### config.mk
export PLATFORM = sky130hd
export DESIGN_NAME = sect_pt_mul_word_if
export DESIGN_NICKNAME = d
export VERILOG_FILES = /design/src/rtl/sect_pt_mul_word_if.sv
export SDC_FILE = /design/constraint.sdc
export NUM_CORES = 2
export LEC_CHECK = 0
export ABC_AREA = 0
export ABC_CLOCK_PERIOD_IN_PS = 4000
export CELL_PAD_IN_SITES_DETAIL_PLACEMENT = 1
export CELL_PAD_IN_SITES_GLOBAL_PLACEMENT = 1
export CORE_AREA = 2 2 705 707
export CTS_CLUSTER_SIZE = 16
export DETAILED_ROUTE_END_ITERATION = 10
export DIE_AREA = 0 0 707 709
export PLACE_DENSITY = 0.44
export SLEW_MARGIN = 20
export SYNTH_ARGS = -nofsm -noshare
export SYNTH_HDL_FRONTEND = slang
export SYNTH_SLANG_ARGS = --single-unit
export TNS_END_PERCENT = 30
### constraint.sdc
create_clock -name clk -period 4 [get_ports clk]
set_clock_uncertainty 0.15 [all_clocks]
set_input_delay 0.4 -clock clk [delete_from_list [all_inputs] [get_ports clk]]
set_output_delay 0.4 -clock clk [all_outputs]
set_load 0.005 [all_outputs]
### src/rtl/sect_pt_mul_word_if.sv
// Word-serial stream adapter for the sect_pt_mul point multiplier: assembles scalar d from
// W-bit input words, runs one multiplication, then streams x and y back out as W-bit words.
module sect_pt_mul_word_if #(
  parameter int M = 571,
  parameter int W = 32
) (
  input  logic         clk,
  input  logic         rst_n,
  input  logic         clr,
  input  logic         in_valid,
  output logic         in_ready,
  input  logic [W-1:0] in_data,
  output logic         out_valid,
  input  logic         out_ready,
  output logic [W-1:0] out_data,
  output logic         out_last,
  output logic         out_inf,
  output logic         busy,
  output logic         pm_start,
  output logic [M-1:0] pm_d,
  input  logic         pm_done,
  input  logic [M-1:0] pm_x,
  input  logic [M-1:0] pm_y
);

  localparam int NW = (M + W - 1) / W;
  localparam int PW = NW * W;
  localparam int CW = $clog2(2 * NW);

  // Keeps only the M field bits of a word-padded operand.
  localparam logic [PW-1:0] FIELD_MASK = {PW{1'b1}} >> (PW - M);
  localparam logic [CW-1:0] LAST_IN    = CW'(NW - 1);
  localparam logic [CW-1:0] LAST_OUT   = CW'(2 * NW - 1);

  localparam logic [2:0] S_LOAD   = 3'd0;
  localparam logic [2:0] S_START  = 3'd1;
  localparam logic [2:0] S_WAIT   = 3'd2;
  localparam logic [2:0] S_ZERO   = 3'd3;
  localparam logic [2:0] S_UNLOAD = 3'd4;

  logic [2:0]    state;
  logic [CW-1:0] cnt;
  logic [M-1:0]  d_reg;
  logic [M-1:0]  x_reg;
  logic [M-1:0]  y_reg;
  logic          inf;

  logic [PW-1:0] d_pad;
  logic [PW-1:0] d_next;
  logic [PW-1:0] x_pad;
  logic [PW-1:0] y_pad;
  logic [W-1:0]  out_word;
  logic          in_hs;
  logic          out_hs;

  assign in_hs  = (state == S_LOAD) && in_valid;
  assign out_hs = (state == S_UNLOAD) && out_ready;

  // Scalar with the incoming word merged in at position cnt; bits above M-1 dropped.
  always_comb begin
    d_pad = '0;
    d_pad[M-1:0] = d_reg;
    d_next = d_pad;
    for (int k = 0; k < NW; k++) begin
      if (cnt == CW'(k)) d_next[k*W +: W] = in_data;
    end
    d_next = d_next & FIELD_MASK;
  end

  // Output word select: x words first, then y words; padding above M-1 reads as zero.
  always_comb begin
    x_pad = '0;
    y_pad = '0;
    x_pad[M-1:0] = x_reg;
    y_pad[M-1:0] = y_reg;
    out_word = '0;
    for (int k = 0; k < NW; k++) begin
      if (cnt == CW'(k)) out_word = x_pad[k*W +: W];
    end
    for (int k = 0; k < NW; k++) begin
      if (cnt == CW'(k + NW)) out_word = y_pad[k*W +: W];
    end
  end

  always_ff @(posedge clk or negedge rst_n) begin
    if (!rst_n) begin
      state <= S_LOAD;
      cnt   <= '0;
      d_reg <= '0;
      x_reg <= '0;
      y_reg <= '0;
      inf   <= 1'b0;
    end else if (clr) begin
      state <= S_LOAD;
      cnt   <= '0;
      d_reg <= '0;
      x_reg <= '0;
      y_reg <= '0;
      inf   <= 1'b0;
    end else begin
      case (state)
        S_LOAD: begin
          if (in_hs) begin
            d_reg <= d_next[M-1:0];
            if (cnt == LAST_IN) begin
              cnt   <= '0;
              state <= (d_next[M-1:0] != '0) ? S_START : S_ZERO;
            end else begin
              cnt <= cnt + CW'(1);
            end
          end
        end
        S_START: state <= S_WAIT;
        S_WAIT: begin
          if (pm_done) begin
            x_reg <= pm_x;
            y_reg <= pm_y;
            state <= S_UNLOAD;
          end
        end
        // d == 0 is the point at infinity: skip the multiplier and emit zero coordinates.
        S_ZERO: begin
          x_reg <= '0;
          y_reg <= '0;
          inf   <= 1'b1;
          state <= S_UNLOAD;
        end
        S_UNLOAD: begin
          if (out_hs) begin
            if (cnt == LAST_OUT) begin
              cnt   <= '0;
              inf   <= 1'b0;
              state <= S_LOAD;
            end else begin
              cnt <= cnt + CW'(1);
            end
          end
        end
        default: state <= S_LOAD;
      endcase
    end
  end

  assign in_ready  = (state == S_LOAD);
  assign out_valid = (state == S_UNLOAD);
  assign out_data  = out_valid ? out_word : '0;
  assign out_last  = out_valid && (cnt == LAST_OUT);
  assign out_inf   = out_valid && inf;
  assign busy      = (state != S_LOAD);
  assign pm_start  = (state == S_START);
  assign pm_d      = d_reg;

endmodule

# ---- Word-level counts from Yosys, hierarchy flattened
# Index checks and enable logic that the tools add are counted.
dict set report classes {
  addsub 1
  mul 0
  n_div 0
  n_lt_le_gt_ge 0
  n_eq_ne 44
  shift 0
  muxes 82
  bitwise_logic 0
  reduce_logical 18
}
# op n
set ops {}
lappend ops {{two-way mux 571 bit} 7}
lappend ops {{case mux 571 bit (2 select lines)} 2}
lappend ops {{two-way mux 32 bit} 54}
lappend ops {{nonzero test 571 bit} 1}
lappend ops {{== test 6 x 5 -> 1 bit, second input constant} 16}
lappend ops {{== test 6 x 4 -> 1 bit, second input constant} 8}
lappend ops {{two-way mux 6 bit} 5}
lappend ops {{two-way mux 27 bit} 1}
lappend ops {{== test 6 x 3 -> 1 bit, second input constant} 4}
lappend ops {{== test 6 bit, second input constant} 4}
lappend ops {{two-way mux 3 bit} 6}
lappend ops {{case mux 3 bit (5 select lines)} 1}
lappend ops {{== test 6 x 2 -> 1 bit, second input constant} 2}
lappend ops {{!= test 3 x 2 -> 1 bit, second input constant} 4}
lappend ops {{case mux 6 bit (2 select lines)} 1}
lappend ops {{nonzero test 3 bit} 4}
lappend ops {{adder 6 x 1 -> 6 bit, second input constant} 1}
lappend ops {{== test 3 x 2 -> 1 bit, second input constant} 2}
lappend ops {{== test 6 x 1 -> 1 bit, second input constant} 1}
lappend ops {{zero test 6 bit} 1}
lappend ops {{AND reduction 3 bit} 2}
lappend ops {{AND reduction 5 bit} 1}
lappend ops {{logical AND 1 bit} 4}
lappend ops {{AND reduction 2 bit} 2}
lappend ops {{other kinds (8)} 11}
dict set report totals {
  regBits 1723
  latch_bits 0
  ramBits 0
  mem_bits_ro 0
  in_bits 1180
  out_inout_bits 609
  word_cells 151
  n_memories 0
}

# ---- Longest topological paths before layout
dict set report logic_depth {
  word_depth 38
  ltp_mapped 15
}

# ---- Worst setup path after synthesis
# No wires, ideal clock.
dict set report synth_timing {
  path_kind {reg2out}
  from {reg cnt[0]}
  to {out out_data[21]}
  arrival_ns 2.626
  required_ns 3.450
  setup_slack_ns 0.824
  stages_incl_launch_ff 13
  n_path_buf 5
  path_cell_list {dfrtp_1 > inv_1 > ha_1 > clkbuf_1 > and3b_1 > clkbuf_1 > nand2_1 > buf_2 > clkbuf_1 > clkbuf_1 > o21ai_0 > or4_1 > a31oi_1}
}
dict set report synth_between {
  elab_chain_cells 38
  word_cells_on_any_way 73
  classes_between {eq/ne (35); mux (37); reduce/logical (1)}
}
# element line
set synth_rtl {}
lappend synth_rtl {{start, declared} 42} ;# logic [CW-1:0] cnt;
lappend synth_rtl {{start signal, assigned} 109} ;# cnt <= cnt + CW'(1);
lappend synth_rtl {{start signal, assigned} 135} ;# cnt <= cnt + CW'(1);
lappend synth_rtl {{zero test 6 bit} 78} ;# if (cnt == CW'(k)) out_word = x_pad[k*W +: W];
lappend synth_rtl {{two-way mux 32 bit (18 in series)} 78}
lappend synth_rtl {{two-way mux 32 bit (17 in series)} 81} ;# if (cnt == CW'(k + NW)) out_word = y_pad[k*W +: W];
lappend synth_rtl {{two-way mux 32 bit *} 81}
lappend synth_rtl {{two-way mux 32 bit *} 146} ;# assign out_data = out_valid ? out_word : '0;
lappend synth_rtl {{end, declared} 15} ;# output logic [W-1:0] out_data,
# Every way passes the cells marked *; elsewhere a longest branch is shown, timed or not.

# ---- Worst setup path in the final report
dict set report layout_timing {
  from {reg cnt[0]}
  to {out out_data[7]}
}
# Same word-level chain as after synthesis.

==> results.yml <==
placement:
  dp_hpwl_um: 570000
  dp_cells: 15368
  port_buffers: 1788
  pre_cts_ws_ps: -1540
  gp_congestion: 0.953
pwr:
  total_leakage_power_uw: 0.0583
  p_per_area_nw_per_um2: 355
  vdd_drop_max_mv: 0.389
  finalPower_uw: 47400
synthesis:
  synth-seq-cells: 1723
  synth.avg_cell_area_um2: 11.7
  synth_area_leaders: "dfrtp_1, a22o_1, clkbuf_1, a221oi_1, nor2_1"
  synth_cells: 6386
  synth.yosys.seq_area_share: 0.579
  synth_commonest_cells: "a22o_1, dfrtp_1, clkbuf_1"
  dominantRegCellSynth: "dfrtp_1"
  yosysUniqueCellTypes: 88
  synth.yosys.warnings: 0
  yosysMostFrequentCell: "a22o_1"
  asyncSetResetFlopFracSynth: 1.00
  synth_edf_count: 0
  synth_top_area_frac: 0.579
  syn-cell-area_um2: 74500
  yosysTopAreaCell: "dfrtp_1"
  syn_nets: 7570
critical_path:
  ff2ff_setup_slack_ps: -490
  critPathSlowestCell: "dfrtp_1"
  arrival_ps: 4410
  cp_max_fo: 6
  r2r_start: "cnt[0]"
  crit_path_max_incr_delay_ps: 410
  crit_path_start: "cnt[0]"
  reg2reg_to: "state[1]"
  crit_required_ps: 3450
  end_kind: "primary output"
  path_cells: "buf_6 > ha_4 > buf_6 > buf_6 > nand3b_1 > buf_6 > nor2_4 > buf_8 > buf_6 > buf_6 > a21o_1 > a211oi_4 > buf_6 > o211ai_1 > a21o_4 > nand4_1 > a31oi_4 > buf_6"
  crit_buf_inv: 9
  worstRegToRegCells: 15
  worst_path_most_repeated_cell: "buf_6"
  critical_path.top_delay_family: "buffers and inverters"
  critPathLaunchType: "register"
  critical_path_class: "register to primary output"
route:
  dr.pass1.iters: 7
  wl_um: 700000
  wl_met3_um: 53300
  num_vias: 84580
  viasPerCell: 4.96
  wl_per_cell_um: 41.0
  wl_met2_um: 310000
  drcViolationCount: 0
  antenna_left: 0
  top_layer: "met5"
  met1Wirelength_um: 301000
  initialDrtViolationCount: 8817
timing:
  drv_slew: 0
  layout_setup_ws_ps: -964
  clock.fmax_mhz: 201
  slew_headroom: 0.231
  rsz0062_at_grt: "yes"
  hold_viol: 0
  layout_min_cycle_time_ps: 4960
  fin_tns_setup_ps: -26040
  setup_viol: 33
  timing.final.crit_share: 1.24
  tightest_slew_ps: 1150
cts:
  cts_made_buffers: 220
  cts_tree: "yes"
  clock_latency_ps: 950
  cts_num_sinks: 1723
  cts.htree.levels: 4
  max-clock-path-buffers: 4
  cts_root_buf: "clkbuf_16"
  path_clk_slew_ps: 60
global_routing:
  grt_pass1_wl_um: 897000
  overflow: 0
  grt_util_all_layers: 0.268
  grt_max_degree: 136
  antenna_found_initial: 361
  grt_pass1_vias: 85017
floorplan:
  die_h_um: 709
  design.die.area_um2: 501000
  die_w_um: 707
  boundaryPins: 1789
  core_um2: 493000
  start_util: 0.151
  rows: 258
final_layout:
  drive_above_1_share: 0.238
  final_util: 0.271
  areaGrowthSynthToFinish_pct: 79.2
  final_nets: 11417
  final_cells: 17054
worst_hold_path:
  min_path_cells: 2
  min_path_type: "input pin to register"
  min_to: "y_reg[73]"
  min-delay-start: "pm_y[73]"
outcome:
  violations: "setup timing"
  status: "complete, but fails checks"
run:
  drv_cap: 0
area by class of cell:
type                       count  area, um^2
clock inverter               108        1600
clock buffer                 301        6300
multi-input combinational   3979       32100
antenna                      134         335
inverter                      11        41.3
timing repair buffer        4298       41800
tap                         6500        8130
sequential                  1723       43100
fill                       54327      359000
metrics by stage:
stage / hold WS (ps) / area (um^2)
floorplan: -45.6 / 74500
global placement: 281 / 110000
detailed placement: 277 / 110000
CTS: 0.776 / 132000
global route: 4.89 / 133000
finish: 59.0 / 133000
cell families after synthesis:
logic type	after synthesis	share of synthesized area
muxes	11	0.00153
AOI/OAI and AO/OA	2853	0.309
buffers and inverters	685	0.0366
and+or+nand+nor	1110	0.0732
DFF	1723	0.579
adders and majority gates	4	0.000672
power by group:
group	leakage [uW]	internal [uW]	switching [uW]
logic	0.0304	3320	4200
registers	0.0241	17500	111
clock network	0.00385	13000	9230
total	0.0583	33800	13500
layout by cell type, fill, tap and decap left out, types with 29 or more instances in the layout:
| cell | n |
|---|---|
| a21oi_1 | 145 |
| a21oi_2 | 40 |
| a221o_1 | 40 |
| a221oi_1 | 78 |
| a221oi_2 | 43 |
| a22o_1 | 1724 |
| a22oi_1 | 41 |
| buf_12 | 174 |
| buf_2 | 44 |
| buf_4 | 1220 |
| buf_6 | 115 |
| bufinv_16 | 29 |
| clkbuf_1 | 32 |
| clkbuf_16 | 221 |
| clkbuf_8 | 49 |
| clkdlybuf4s50_1 | 1722 |
| clkinv_2 | 41 |
| dfrtp_1 | 1720 |
| diode_2 | 134 |
| dlygate4sd3_1 | 997 |
| nand2_1 | 234 |
| nand3_1 | 68 |
| nand4_1 | 48 |
| nor2_1 | 251 |
| nor2_2 | 46 |
| nor2_4 | 30 |
| nor3_1 | 112 |
| nor4_1 | 99 |
| o211ai_1 | 47 |
| o21ai_0 | 135 |
| o221ai_1 | 61 |
| o22ai_1 | 91 |
| or4_1 | 32 |
layer usage:
layer	global-route usage	up-vias
li1	-	33271
met4	0.103	124
met2	0.418	4597
met1	0.357	45354
met3	0.0623	1234
met5	0	-
worst max path at each step:
stage	depth (start not counted)	endpoint
6_report	18	out_data[7]
5_1_grt	16	out_data[8]
4_1_cts	13	out_data[10]
3_5_place_dp	14	out_data[30]
3_3_place_gp	13	out_data[29]
2_1_floorplan	12	out_data[21]
what timing repair did:
action                     in CTS  in global routing
hold buffers                  995                  3
hold endpoints to repair     1788                  3
pin swaps                     158                100
resized for setup             716                185
setup endpoints to repair      34                 33
buffers inserted              129                 28
cloned                          4                  1
No activity file was read; power rests on OpenSTA's default activity.
